File: config.mk
export PLATFORM = sky130hd
export DESIGN_NAME = fifo_stream_reader_flat
export DESIGN_NICKNAME = d
export VERILOG_FILES = /design/src/rtl/fifo_reader_pkg.sv /design/src/rtl/fifo_stream_reader_if.sv /design/src/rtl/fifo_stream_reader_skid_buf2.sv /design/src/rtl/fifo_stream_reader.sv /design/src/flat_wrapper.sv
export SDC_FILE = /design/constraint.sdc
export NUM_CORES = 1
export LEC_CHECK = 0
export BUFFER_PORTS_ARGS = -buffer_cell sky130_fd_sc_hd__buf_2
export CAP_MARGIN = 15
export CORE_MARGIN = 2
export CORE_UTILIZATION = 40
export DETAILED_ROUTE_END_ITERATION = 8
export PLACE_DENSITY = 0.61
export SLEW_MARGIN = 15
export SYNTH_ARGS = -nofsm -noshare
export SYNTH_HDL_FRONTEND = slang
export SYNTH_HIERARCHICAL = 1
export SYNTH_SLANG_ARGS = --single-unit
File: constraint.sdc
create_clock -name clk -period 2.4 [get_ports clk]
set_input_delay 0.12 -clock clk [delete_from_list [all_inputs] [get_ports clk]]
set_output_delay 0.12 -clock clk [all_outputs]
set_load 0.1 [all_outputs]
File: src/rtl/fifo_reader_pkg.sv
// Shared occupancy type and constants for the FIFO pop-side stream reader.
package fifo_reader_pkg;
    typedef logic [1:0] occ_t;

    localparam occ_t OCC_EMPTY = 2'd0;
    localparam occ_t OCC_FULL  = 2'd2;
endpackage

File: src/rtl/fifo_stream_reader_if.sv
// FIFO pop port plus downstream valid/ready stream, seen from the reader (master).
interface fifo_stream_reader_if #(
    parameter int WIDTH = 8
);
    logic             fifo_empty;
    logic [WIDTH-1:0] fifo_data;
    logic             fifo_pop;
    logic             out_valid;
    logic             out_ready;
    logic [WIDTH-1:0] out_data;

    modport master (
        input  fifo_empty, fifo_data, out_ready,
        output fifo_pop, out_valid, out_data
    );

    modport slave (
        output fifo_empty, fifo_data, out_ready,
        input  fifo_pop, out_valid, out_data
    );
endinterface

File: src/rtl/fifo_stream_reader_skid_buf2.sv
// Two-entry circular buffer: push side writes at tail, valid/ready side reads at head.
module skid_buf2
    import fifo_reader_pkg::*;
#(
    parameter int WIDTH = 8
) (
    input  logic             clk,
    input  logic             rst,
    input  logic             push_i,
    input  logic [WIDTH-1:0] data_i,
    output logic             valid_o,
    input  logic             ready_i,
    output logic [WIDTH-1:0] data_o,
    output occ_t             occ_o
);
    logic [WIDTH-1:0] mem_q [2];
    logic             head_q, head_d;
    logic             tail_q, tail_d;
    occ_t             occ_q, occ_d;
    logic             pop;

    // Gated during reset so nothing downstream can fire on stale contents.
    assign valid_o = (occ_q != OCC_EMPTY) & ~rst;
    assign data_o  = mem_q[head_q];
    assign occ_o   = occ_q;
    assign pop     = valid_o & ready_i;

    always_comb begin
        head_d = head_q;
        tail_d = tail_q;
        occ_d  = occ_q;
        if (push_i) tail_d = ~tail_q;
        if (pop)    head_d = ~head_q;
        case ({push_i, pop})
            2'b10:   occ_d = occ_q + 2'd1;
            2'b01:   occ_d = occ_q - 2'd1;
            default: occ_d = occ_q;
        endcase
    end

    always_ff @(posedge clk) begin
        if (rst) begin
            head_q <= 1'b0;
            tail_q <= 1'b0;
            occ_q  <= OCC_EMPTY;
        end else begin
            head_q <= head_d;
            tail_q <= tail_d;
            occ_q  <= occ_d;
        end
    end

    always_ff @(posedge clk) begin
        if (push_i) mem_q[tail_q] <= data_i;
    end
endmodule

File: src/rtl/fifo_stream_reader.sv
// Drains a FIFO into a valid/ready stream; pop depends only on registered occupancy.
module fifo_stream_reader
    import fifo_reader_pkg::*;
#(
    parameter int WIDTH = 8,
    parameter int CNT_W = 16
) (
    input  logic                clk,
    input  logic                rst,
    input  logic                enable_i,
    fifo_stream_reader_if.master bus,
    output logic [CNT_W-1:0]    delivered_o,
    output logic                idle_o
);
    occ_t             occ;
    logic             pop_fire;
    logic             out_fire;
    logic [CNT_W-1:0] delivered_q, delivered_d;

    // out_ready is deliberately absent here: that keeps the ready path registered.
    assign pop_fire     = enable_i & ~bus.fifo_empty & (occ != OCC_FULL) & ~rst;
    assign bus.fifo_pop = pop_fire;

    skid_buf2 #(.WIDTH(WIDTH)) u_buf (
        .clk     (clk),
        .rst     (rst),
        .push_i  (pop_fire),
        .data_i  (bus.fifo_data),
        .valid_o (bus.out_valid),
        .ready_i (bus.out_ready),
        .data_o  (bus.out_data),
        .occ_o   (occ)
    );

    assign out_fire    = bus.out_valid & bus.out_ready;
    assign delivered_d = delivered_q + {{(CNT_W-1){1'b0}}, out_fire};

    always_ff @(posedge clk) begin
        if (rst) delivered_q <= '0;
        else     delivered_q <= delivered_d;
    end

    assign delivered_o = delivered_q;
    assign idle_o      = (occ == OCC_EMPTY) & bus.fifo_empty;
endmodule

File: src/flat_wrapper.sv
// flat-port wrapper written by rule: the top's interface ports become plain ports
module fifo_stream_reader_flat import fifo_reader_pkg::*;
#(
    parameter int WIDTH = 8,
    parameter int CNT_W = 16
)
  (clk, rst, enable_i, delivered_o, idle_o, bus_fifo_empty, bus_fifo_data, bus_out_ready, bus_fifo_pop, bus_out_valid, bus_out_data);
  fifo_stream_reader_if #(.WIDTH(WIDTH)) bus_i ();
  input  logic clk;
  input  logic rst;
  input  logic enable_i;
  output logic [CNT_W-1:0] delivered_o;
  output logic idle_o;
  input wire logic [$bits(bus_i.fifo_empty)-1:0] bus_fifo_empty;
  input wire logic [$bits(bus_i.fifo_data)-1:0] bus_fifo_data;
  input wire logic [$bits(bus_i.out_ready)-1:0] bus_out_ready;
  output wire logic [$bits(bus_i.fifo_pop)-1:0] bus_fifo_pop;
  output wire logic [$bits(bus_i.out_valid)-1:0] bus_out_valid;
  output wire logic [$bits(bus_i.out_data)-1:0] bus_out_data;
  assign bus_i.fifo_empty = bus_fifo_empty;
  assign bus_i.fifo_data = bus_fifo_data;
  assign bus_i.out_ready = bus_out_ready;
  assign bus_fifo_pop = bus_i.fifo_pop;
  assign bus_out_valid = bus_i.out_valid;
  assign bus_out_data = bus_i.out_data;
  fifo_stream_reader #(.WIDTH(WIDTH), .CNT_W(CNT_W)) u_core (.clk(clk), .rst(rst), .enable_i(enable_i), .bus(bus_i), .delivered_o(delivered_o), .idle_o(idle_o));
endmodule
==> results.toml, run 1 <==
[layout]
nets = 197
multiInputGateArea_sq_um = 724.4
fillers = 346
layout_commonest_cell = "buf_2"
register_area_sq_um = 902.1
antennaDiodeCount = 0
final_cell_mix = "39 x buf_2, 20 x dfxtp_1, 16 x edfxtp_1"
final_util = 0.5391
drive_above_1_share = 0.3812
syn2layout_area_growth_pct = 28.29

[cts]
h-tree-depth = 2
cts.repair.resized = 0
clk_pin_slew_worst_paths_ps = 70
cts_hold_buffers = 0
clk_latency_ps = 290
cts.path.max_buffers = 2
clock-sinks = 37
numCtsBuffers = 5
postCtsSetupBuffers = 0
cts_root_buf = "clkbuf_8"
cts_tree = "built"

[sta]
tns_ps = 0
setup_slack_ps = 422.7
fmax_mhz = 505.8
period_minus_slack_ps = 1977
final-hold-violation-count = 0
rsz0062_at_grt = "no"
slew_headroom = 0.6705
min_period_over_period = 0.8239
setup_violations = 0
drv_slew = 0
tightestPinTransition_ps = 497.7
skew_ps = 6.038

[drt]
wl_per_cell_um = 12.93
ant_nets = 0
via_per_inst = 5.013
drc_errors = 0
vias = 1148
routed_wl_mm = 2.961
dr.pass1.iters = 4
drt_iter0_drc = 59

[outcome]
status = "completed"

[synth]
synth_top_family_by_area = "simple AND/OR/NAND/NOR gates"
yosys_register_bits = 37
async_flop_share = 0
synth_fa_ha_area_frac = 0.03205
synth-edff-count = 16
synth.distinct_cells = 27
synth.mux.area_fraction = 0.08654
synth_compound_area_frac = 0.05929
yosysWarnings = 6
netlist_area_sq_um = 1561
ys_seq_area_frac = 0.5769
synth.net_count = 153
postSynthAreaPerCell_sq_um = 11.48
synthSimpleGateAreaFrac = 0.1931
synth_ff_type = "dfxtp_1"
synth_xor_area_frac = 0.03926
netlist_instances = 136

[worst_setup_path]
crit_buf_inv = 0
slowest_stage = "dfxtp_1"
crit_path_end_kind = "register"
required_ps = 2580
critical_path.top_delay_family = "simple AND/OR/NAND/NOR gates"
critPathLaunchType = "register"
path_cells = "nor2_1 -> nor2_4 -> and2_4 -> ha_4 -> ha_4 -> nand2_1 -> nor4_1 -> mux2_1"
cpMostUsedCell = "ha_4"
cp_max_fo = 6
arrival_ps = 2160
critPathMaxStageDelay_ps = 410
critical_path_class = "reg -> reg"

[die]
core_sq_um = 3716
start_util = 0.4202
die_area_sq_um = 4420
io_pins = 40
fp.dieH_um = 66.48
die_w_um = 66.48
num_rows = 22

[placed_design]
post-place-ws_ps = 455.1
hpwl_mm = 2.155
io_buffers = 39
place.gp.congestion = 0.7669

[min_path]
hp-class = "in -> reg"

[power_and_ir_drop]
cellPowerDensity_nw_per_um2 = 688.4
vdd_drop_max_mv = 0.3051
leakagePower_uw = 0.0007635

[grt]
grtUsageTotal = 0.1501
grt_first_pass_wirelength_mm = 4.892
grt_start_max_net_pins = 25
gr-total-overflow = 0
grt_pass1_vias = 1121
antenna_found_initial = 0

[job]
maxCapViolCount = 0
cells in the mapped netlist, drive strengths merged, types with 2 or more instances:
cell,instances,area share
or3,5,0.020
inv,2,0.0048
buf,2,0.0056
a21oi,8,0.026
nor2b,7,0.028
o31ai,3,0.014
nor2,14,0.034
or4,3,0.014
nand2,5,0.012
ha,4,0.032
dfxtp,21,0.27
nor4,4,0.016
nand3,6,0.022
o21ai,6,0.019
nand4,5,0.024
and2,3,0.012
edfxtp,16,0.31
xor2,4,0.022
mux2,12,0.087
xnor2,3,0.017
worst register-to-register path: cells and delay by family (launching register included):
kind,cells,cell delay [ps]
multiplexers,1,350
adder cells (fa/ha/maj),2,290
AND/OR/NAND/NOR,5,820
flip-flops,1,410
final timing paths:
| path | startpoint | to | slack [ps] | depth (start not counted) |
|---|---|---|---|---|
| max | u_core/u_buf/occ_o[1] | u_core/delivered_o[12] | 420 | 8 |
| min reg2reg | u_core/u_buf/head_q | u_core/u_buf/head_q | 510 | 2 |
| max reg2reg | u_core/u_buf/occ_o[1] | u_core/delivered_o[12] | 420 | 8 |
| min | bus_fifo_data[1] | u_core/u_buf/mem_q[0][1] | 20 | 1 |
flip-flops by register name (all words and copies together), names as in the netlist, named ones only:
signal and count:
u_core/u_buf/tail_q 1, u_core/u_buf/occ_o 2, u_core/delivered_o 16, u_core/u_buf/mem_q 16, u_core/u_buf/head_q 1
kinds of logic after synthesis:
logic type	Yosys count
AND/OR/NAND/NOR	54
AO/OA/AOI/OAI	17
adder cells (fa/ha/maj)	4
XOR/XNOR	7
flip-flops	37
multiplexers	12
buffers and inverters	5
cell type report:
cell class	count	share of cell area
Inverter	2	0.003748
Tap cell	48	0.02998
Clock buffer	6	0.03623
Clock inverter	2	0.01686
Multi-Input combinational cell	94	0.3616
Sequential cell	37	0.4503
Timing Repair Buffer	40	0.1012
stage by stage:
step,cells,cell area [sq um],power (uW),hold WS (ps)
6_report,229,2003,1379,20.35
3_3_place_gp,221,1897,877.3,308.0
3_5_place_dp,221,1897,879.9,312.4
4_1_cts,229,2003,1394,10.33
2_1_floorplan,136,1647,845.7,185.0
5_1_grt,229,2003,1427,9.773
layer usage:
layer / up-vias / global-route usage / routed length (um)
met2: 27 / 0.2425 / 1479
met1: 529 / 0.1713 / 1263
met3: 5 / 0.05912 / 157
met4: 0 / 0.07653 / 60
li1: 587 / - / -
met5: - / 0 / 0
power by group:
| group | switching (uW) | leakage [uW] | internal (uW) | total [uW] |
|---|---|---|---|---|
| sequential | 12.7 | 0.000315 | 670 | 682 |
| clock | 208 | 0.0000528 | 306 | 514 |
| combinational | 139 | 0.000395 | 43.7 | 182 |
(Power assumes the default switching activity.)
==> run 2, diff against run 1 <==
ABC_AREA = 1   (was not set)
PLACE_DENSITY = 0.62   (was 0.61)
clock period = 1.6 ns   (was 2.4 ns; I/O delays follow)
==> results.toml, run 2 <==
[synth]
netlist_instances = 189
synth_area_leader_cell = "edfxtp_1"
ys_seq_area_frac = 0.5117
synth_ff_type = "dfxtp_1"
synthTopCellsByCount = "33 x nor2_1, 30 x nand2_1, 22 x inv_1"
async_flop_share = 0
yosys_register_bits = 37
synth.distinct_cells = 27
yosysWarnings = 6
postSynthAreaPerCell_sq_um = 9.314
synth_top_area_frac = 0.2729
synth.most_common_cell = "nor2_1"
synthTopCellsByArea = "edfxtp_1 27%, dfxtp_1 24%, nor2_1 7.0%"
synth-edff-count = 16
netlist_area_sq_um = 1760
synth.net_count = 206

[worst_setup_path]
cp_max_fo = 5
critical_path_class = "reg -> reg"
crit_path_start = "u_core/u_buf/occ_o[1]"
crit_path_end_kind = "register"
critPathLaunchType = "register"
timing.rr.start = "u_core/u_buf/occ_o[1]"
required_ps = 1790
arrival_ps = 1800

[drt]
ant_nets = 0
routed_wl_mm = 3.376
dr.pass1.iters = 4
vias = 1385
via_per_inst = 4.571
drt_iter0_drc = 124
drc_errors = 0
wl_per_cell_um = 11.14

[placed_design]
place_inst = 284
placed_cell_area_sq_um = 2268
hpwl_mm = 2.478
place.gp.congestion = 0.7881
io_buffers = 39

[die]
core_sq_um = 4294
die_w_um = 70.34
start_util = 0.4100
fp.dieH_um = 70.34
io_pins = 40
num_rows = 24
die_area_sq_um = 4948

[layout]
final_cells = 303
final_util = 0.5830
syn2layout_area_growth_pct = 42.22
nets = 267
final_cell_mix = "30 x buf_2, 30 x nand2_1, 29 x nor2_1"
drive_above_1_share = 0.4263
antennaDiodeCount = 0
final_area_sq_um = 2504

[power_and_ir_drop]
cellPowerDensity_nw_per_um2 = 846.9
vdd_drop_max_mv = 0.4114
leakagePower_uw = 0.001107
total_power_uw = 2120

[job]
maxCapViolCount = 0

[sta]
period_minus_slack_ps = 1616
rsz0062_at_grt = "yes"
holdWs_ps = 67.78
final-hold-violation-count = 0
fmax_mhz = 618.7
skew_ps = 10.10
min_period_over_period = 1.010
setup_violations = 1
slew_headroom = 0.6738
setup_slack_ps = -16.25
drv_slew = 0
tightestPinTransition_ps = 492.7

[grt]
grtUsageTotal = 0.1471
grt_start_max_net_pins = 13
grt_first_pass_wirelength_mm = 5.720
grt_pass1_vias = 1278
gr-total-overflow = 0
antenna_found_initial = 0

[cts]
clock-sinks = 37
cts.path.max_buffers = 2
clk_pin_slew_worst_paths_ps = 70
cts_tree = "built"
clk_latency_ps = 290
cts_root_buf = "clkbuf_8"
h-tree-depth = 2
numCtsBuffers = 5

[outcome]
status = "finished, violations left"
violations = "setup timing"

[min_path]
hold_start = "rst"
hp-class = "in -> reg"
-- run 2: layout make-up --
cell class / count / area [sq um]
Clock buffer: 5 / 68.82
Clock inverter: 3 / 41.29
Multi-Input combinational cell: 123 / 838.3
Sequential cell: 37 / 908.4
Tap cell: 52 / 65.06
Inverter: 27 / 103.9
Timing Repair Buffer: 56 / 478.0
Fill cell: 361 / 1790
-- run 2: critical path, stage by stage, from the launching register on --
cell     delay (ps)
dfxtp_4         360
inv_4            40
a21oi_4         130
nand2_1          70
inv_2            70
ha_4            140
ha_4            150
nand2_4          60
nor2_4          150
nand2_4          90
nor2_4           80
nand2_1          50
nand2_1          80
nor2_1           40
-- run 2: power breakdown --
group | total, uW | switching [uW] | internal, uW
registers | 1010 | 9.74 | 1000
clock network | 782 | 323 | 458
logic | 329 | 208 | 121
total | 2120 | 541 | 1580
-- run 2: per-layer routing --
metal | track usage | wire length, um
met5 | 0 | 0
met1 | 0.1905 | 1541
met2 | 0.2306 | 1624
met4 | 0.06624 | 41
met3 | 0.03752 | 169
-- run 2: logic make-up after synthesis --
kind of cell             count (synthesis)  synth area share
buffers and inverters                   29           0.06681
adder cells (fa/ha/maj)                  4           0.02843
AND/OR/NAND/NOR                         94            0.2630
flip-flops                              37            0.5117
multiplexers                             8           0.06823
AO/OA/AOI/OAI                           17           0.06183
-- run 2: worst paths after layout --
path	cells past startpoint	slack, ps	to
setup / recovery	13	-20	u_core/delivered_o[12]
hold / removal	2	70	u_core/u_buf/tail_q
setup reg to reg	13	-20	u_core/delivered_o[12]
hold reg to reg	2	500	u_core/delivered_o[5]
-- run 2: what timing repair did --
action / CTS / global route
setup buffers: 0 / 3
hold endpoints to repair: 16 / 0
hold buffers: 8 / 0
pin swaps: 1 / 5
gates resized for setup: 0 / 6
setup endpoints to repair: 1 / 5
-- run 2: per-stage QoR --
step / setup TNS (ps) / setup slack, ps
4_1_cts: 0 / 2.364
3_5_place_dp: -8.474 / -8.474
5_1_grt: -368.6 / -108.8
2_1_floorplan: -13610 / -596.2
6_report: -16.25 / -16.25
3_3_place_gp: 0 / 52.05
